File: config.mk
export PLATFORM = sky130hd
export DESIGN_NAME = issue_queue
export DESIGN_NICKNAME = d
export VERILOG_FILES = /design/src/rtl/issue_queue.sv
export SDC_FILE = /design/constraint.sdc
export NUM_CORES = 2
export LEC_CHECK = 0
export ABC_AREA = 0
export ABC_CLOCK_PERIOD_IN_PS = 21000
export BUFFER_PORTS_ARGS = -buffer_cell sky130_fd_sc_hd__buf_2
export CAP_MARGIN = 25
export CORE_ASPECT_RATIO = 0.7
export CORE_MARGIN = 2
export CORE_UTILIZATION = 55
export CTS_CLUSTER_SIZE = 8
export DETAILED_ROUTE_END_ITERATION = 7
export PLACE_DENSITY_LB_ADDON = 0.3
export SLEW_MARGIN = 20
export SYNTH_ARGS = -nofsm -noshare
export SYNTH_HDL_FRONTEND = slang
export SYNTH_SLANG_ARGS = --single-unit
File: constraint.sdc
create_clock -name clk -period 21 [get_ports clk]
set_input_delay 2.1 -clock clk [delete_from_list [all_inputs] [get_ports clk]]
set_output_delay 2.1 -clock clk [all_outputs]
set_load 0.01 [all_outputs]
File: src/rtl/issue_queue.sv
// issue_queue
//   Dual-slot in-order instruction issue queue on a circular buffer.
//   Up to two entries are accepted per cycle (slot 1 before slot 2) and up
//   to two are consumed per cycle from the head. Outputs come from
//   registered state only, so there is no input-to-output path.
//
// Ports
//   clk                      sole clock, rising edge
//   reset                    synchronous active-high reset
//   line1/2_in_valid_i       enqueue requests, slot 1 / slot 2
//   line1/2_in_bus_i         enqueue payloads
//   allowin_o                at least two free entries
//   line1/2_out_valid_o      head / head+1 entry present
//   line1/2_out_bus_o        payload at head / head+1
//   launch_cnt_i             entries consumed this cycle (0..2, 3 illegal)
//   flush_i                  discard all entries
//   count_o                  occupied entries
//   error_o                  sticky protocol-violation flag
module issue_queue #(
   parameter int WIDTH = 172,
   parameter int DEPTH = 8
) (
   input  logic                     clk,
   input  logic                     reset,
   input  logic                     line1_in_valid_i,
   input  logic                     line2_in_valid_i,
   input  logic [WIDTH-1:0]         line1_in_bus_i,
   input  logic [WIDTH-1:0]         line2_in_bus_i,
   output logic                     allowin_o,
   output logic                     line1_out_valid_o,
   output logic                     line2_out_valid_o,
   output logic [WIDTH-1:0]         line1_out_bus_o,
   output logic [WIDTH-1:0]         line2_out_bus_o,
   input  logic [1:0]               launch_cnt_i,
   input  logic                     flush_i,
   output logic [$clog2(DEPTH):0]   count_o,
   output logic                     error_o
);

   localparam int PW = $clog2(DEPTH);
   localparam int CW = PW + 1;

   logic [WIDTH-1:0] mem_q [DEPTH];
   logic [PW-1:0]    head_q, head_d, tail_q, tail_d;
   logic [CW-1:0]    count_q, count_d;
   logic             error_q, error_d;

   logic [1:0]       enq, deq, launch_lim;
   logic             drop, bad_launch, we_a, we_b;
   logic [PW-1:0]    tail_p1, head_p1;
   logic [WIDTH-1:0] wa_data;

   assign allowin_o = (count_q <= CW'(DEPTH - 2));
   assign tail_p1   = tail_q + PW'(1);
   assign head_p1   = head_q + PW'(1);

   always_comb begin
      drop       = (line1_in_valid_i | line2_in_valid_i) & ~allowin_o;
      enq        = allowin_o ? ({1'b0, line1_in_valid_i} + {1'b0, line2_in_valid_i}) : 2'd0;
      // launch of 3 is treated as 2 after being flagged
      launch_lim = (launch_cnt_i == 2'd3) ? 2'd2 : launch_cnt_i;
      bad_launch = (launch_cnt_i == 2'd3) ||
                   ({{(CW-2){1'b0}}, launch_cnt_i} > count_q);
      // when launch exceeds occupancy, count is at most 1 so it fits in 2 bits
      deq        = ({{(CW-2){1'b0}}, launch_lim} > count_q) ? count_q[1:0] : launch_lim;
      // slot 2 alone compacts into the tail position
      wa_data    = line1_in_valid_i ? line1_in_bus_i : line2_in_bus_i;
      we_a       = ~reset & ~flush_i & (enq != 2'd0);
      we_b       = ~reset & ~flush_i & allowin_o & line1_in_valid_i & line2_in_valid_i;

      head_d     = head_q + PW'(deq);
      tail_d     = tail_q + PW'(enq);
      count_d    = count_q + CW'(enq) - CW'(deq);
      error_d    = error_q | drop | bad_launch;

      if (flush_i) begin
         head_d  = '0;
         tail_d  = '0;
         count_d = '0;
         error_d = error_q;
      end
   end

   always_ff @(posedge clk) begin
      if (reset) begin
         head_q  <= '0;
         tail_q  <= '0;
         count_q <= '0;
         error_q <= 1'b0;
      end else begin
         head_q  <= head_d;
         tail_q  <= tail_d;
         count_q <= count_d;
         error_q <= error_d;
      end
   end

   // storage is not reset; validity is tracked by count_q alone
   always_ff @(posedge clk) begin
      if (we_a) mem_q[tail_q]  <= wa_data;
      if (we_b) mem_q[tail_p1] <= line2_in_bus_i;
   end

   assign line1_out_valid_o = (count_q != '0);
   assign line2_out_valid_o = (count_q >= CW'(2));
   assign line1_out_bus_o   = mem_q[head_q];
   assign line2_out_bus_o   = mem_q[head_p1];
   assign count_o           = count_q;
   assign error_o           = error_q;

endmodule

# ---- Word-level counts from Yosys, hierarchy flattened
# Memory sizes are Yosys's and may differ from the RTL's. A register that Yosys moved wholly into a read port is not among the register bits.
# Index checks and enable logic that the tools add are counted.
dict set report totals {
  reg_bits 11
  mem_bits_rw 1376
  in_bits 351
  output_inout_bits 352
  wordCells 42
  n_memories 1
}
dict set report classes {
  add_sub_neg 7
  n_lt_le_gt_ge 4
  eq_ne 1
  muxes 9
  n_bitwise 12
  reduce_logical 4
}
# name depth width read_ports rd_clocked_by_memory_dff wr line_no
set mem_list {}
lappend mem_list {mem_q 8 172 2 1 2 43} ;# logic [WIDTH-1:0] mem_q [DEPTH];
# op count
set ops {}
lappend ops {{$mux 172} 1}
lappend ops {{$gt 2x4->1} 2}
lappend ops {{$add 3x1->3 const B} 2}
lappend ops {{$add 3x2->3} 2}
lappend ops {{$and 1x1->1} 6}
lappend ops {{$mux 2} 3}
lappend ops {{$add 4x2->4} 1}
lappend ops {{$ge 4x2->1 const B} 1}
lappend ops {{$le 4x3->1 const B} 1}
lappend ops {{$mux 1} 4}
lappend ops {{$reduce_bool 4->1} 1}
lappend ops {{$sub 4x2->4} 1}
lappend ops {{$mux 3} 1}
lappend ops {{$not 1->1} 3}
lappend ops {{$or 1x1->1} 3}
lappend ops {{$add 1x1->2} 1}
lappend ops {{$eq 2x2->1 const B} 1}
lappend ops {{$reduce_bool 2->1} 1}
lappend ops {{$reduce_or 2->1} 1}
lappend ops {{$logic_or 1x1->1} 1}

# ---- Logic depth before layout (Yosys ltp)
dict set report depth {
  word_depth 7
  mapped_depth 13
  depth_no_buf 13
}

# ---- Worst setup path before layout
# Ideal clock, no wire load.
dict set report synth_timing {
  path_type {input-to-reg}
  startpoint {input port flush_i}
  endpoint {memory mem_q[0][0] (enable)}
  setup_time_ns 0.957
  t_arrival_ns 15.561
  required_time_ns 20.043
  path_slack_ns 4.482
  path_stages 4
  n_path_buf 1
  path_cell_list {or2_1 -> clkbuf_1 -> or4_1 -> o31ai_1}
}
# item line_no
set synth_lines {}
lappend synth_lines {{start, declared} 35} ;# input logic flush_i,
lappend synth_lines {{end, declared} 43}

==> out/results.tsv <==
metric	value	unit
routed_wl	239000	µm
avgRoutedWirePerCell	33.5	µm
htree_levels	4	
die_area	0.150	mm²
hp-class	flop to flop	
avgSynthCellArea	18.2	µm²
cts_tree	built	
required	18.90	ns
drive_gt1_share	57.0	%
synth_edf_count	1376	
worstMarginPinSlew	1.15	ns
num_vias	48869	
io_pins	703	
synth_cells	4441	
synth_fp_nets	4813	
peakVddDrop	0.0840	mV
clk_pin_slew	0.05	ns
ys.flop_type	edfxtp_1	
final_common_cell	edfxtp_1	
ys.warnings.count	0	
hp-start	error_o	
cts_setup_buffers	0	
finalSetupTns	0	ns
max-clock-path-buffers	3	
finalClockSkew	0.0242	ns
rsz0062_at_grt	false	
finalMaxSlewViolations	0	
ys_seq_elements	1387	
drt_drc_violations_left	0	
r2r-end	mem_q[1][109]	
post-route-period-util	39.6	%
power.leakage	29.9	nW
timing.reg2reg.setup_slack	15.42	ns
initial_core_util	55.5	%
holdBufCountCts	0	
nNetsFinal	5434	
via_per_inst	6.87	
crit_path_max_fanout	152	
core_area	0.146	mm²
end_kind	output port	
grt_pass1_vias	50477	
drtIter0Drc	5602	
path_class	flop to output port	
hold_viol_final	0	
maxCapViolations	0	
io_buffers	702	
antenna_found_initial	67	
cts.sinks	1387	
regToRegStartpoint	tail_q[0]	
cts_resized	0	
grt_max_degree	153	
fp.dieW	463	µm
dieHeight	325	µm
syn_to_final_growth	13.0	%
ys_seq_area_share	51.3	%
gp_congestion	0.830	
fillers	10435	
cts_root_buf	clkbuf_16	
netlist_area	0.0809	mm²
floorplan.rows	117	
status	completed	
slew_headroom	23.1	%
crit_path_start_kind	flop	
layout_common_cells	edfxtp_1 (1376), mux2_2 (1202), buf_2 (701)	
holdPathEnd	error_o	
synthArstFlopShare	0	%
cts_inserted_buffers	191	
clock_latency	0.82	ns
crit_arrival	6.22	ns
drtPass1Iterations	5	
hpwl	137000	µm
timing.hold.ws	0.588	ns
grt_first_pass_wirelength	351000	µm
period_minus_slack	8.32	ns
clock.fmax	120	MHz
final_core_util	62.7	%
rr_worst_depth	6	
grt.overflow.total	0	
grt_use_total	31.5	%
finalSetupViolCount	0	
power.density	87.5	mW/mm²
holdPathStages	1	
antenna_left	0	
synth.distinct_cells	40	
worst max-delay path by stage:
stage / end / from / slack, ns
after floorplan: mem_q[0][0] / flush_i / 4.48
after global placement: line2_out_bus_o[64] / head_q[1] / 13.17
after detailed placement: line2_out_bus_o[84] / head_q[1] / 13.10
after CTS: line2_out_bus_o[84] / head_q[1] / 12.19
after global routing: line1_out_bus_o[92] / head_q[0] / 12.27
final: line1_out_bus_o[83] / head_q[0] / 12.68
final cells by class:
| type | instances | area, µm² | share of cell area [%] |
|---|---|---|---|
| Tap cell | 1963 | 2460 | 2.68 |
| Antenna cell | 47 | 118 | 0.129 |
| Sequential cell | 1387 | 41600 | 45.4 |
| Multi-Input combinational cell | 2672 | 37700 | 41.2 |
| Clock inverter | 10 | 179 | 0.196 |
| Timing Repair Buffer | 792 | 4370 | 4.78 |
| Inverter | 18 | 67.6 | 0.0739 |
| Clock buffer | 225 | 5010 | 5.48 |
worst max-delay path, cell delays in order (launching register included):
cell     delay [ns]
dfxtp_4        0.84
buf_12         0.57
buf_4          0.82
buf_4          0.81
buf_12         0.73
mux4_2         0.61
mux2_2         0.28
buf_2          0.14
stage by stage:
step	power [mW]	instance area, µm²	cells	worst slack (ns)
floorplan	4.62	80900	4441	4.48
global placement	5.20	86100	6829	13.17
detailed placement	5.22	86100	6831	13.10
CTS	8.04	91300	7066	12.19
global route	8.26	91500	7112	12.27
finish	8.01	91500	7114	12.68
report_power, final:
part	internal [mW]	switching, mW
Combinational	0.991	0.993
Sequential	3.15	0.0499
Clock	1.66	1.16
Total	5.80	2.20
flip-flops by register name, indices dropped and copies added, names as in the netlist:
signal   count
head_q       3
error_o      1
mem_q     1376
tail_q       3
count_o      4
routing by layer:
metal / up-vias / track usage [%] / part of all wire (%)
met5: - / 0 / 0.065
met1: 25858 / 43.8 / 39
met3: 468 / 5.70 / 8.6
met2: 2570 / 48.9 / 47
met4: 26 / 14.5 / 4.4
li1: 19947 / - / -
synthesized netlist by cell type, types with 2 or more instances:
cell type | count | area (µm²)
nand4_1 | 2 | 12.5
and2_1 | 4 | 25.0
dfxtp_1 | 11 | 220
o21ai_0 | 5 | 25.0
mux2_1 | 690 | 7770
mux4_2 | 688 | 15500
inv_1 | 17 | 63.8
nor3_1 | 2 | 10.0
nand3_1 | 3 | 15.0
nand2b_1 | 2 | 12.5
edfxtp_1 | 1376 | 41300
nand2_1 | 12 | 45.0
or2_1 | 2 | 12.5
buf_2 | 205 | 1030
nor2_1 | 11 | 41.3
buf_4 | 25 | 188
buf_6 | 10 | 113
ha_1 | 17 | 213
buf_1 | 36 | 135
nor4_2 | 3 | 37.5
clkbuf_1 | 88 | 330
mux2_2 | 1202 | 13500
o21bai_1 | 2 | 15.0
xnor2_1 | 3 | 26.3
o31ai_1 | 2 | 15.0
xor2_1 | 4 | 35.0
a21oi_1 | 3 | 15.0
fa_1 | 4 | 80.1
kinds of logic (layout without fill, tap and decap cells):
logic type / after synthesis / after routing / share of synthesized area [%]
mux: 2581 / 2581 / 45.5
flops: 1387 / 1387 / 51.3
buf+inv: 382 / 1045 / 2.30
simple gates: 46 / 46 / 0.331
fa+ha+maj: 21 / 21 / 0.362
compound gates: 17 / 17 / 0.136
xor+xnor: 7 / 7 / 0.0757
other cells: 0 / 47 / 0
Power figures use the tool's default switching activity.
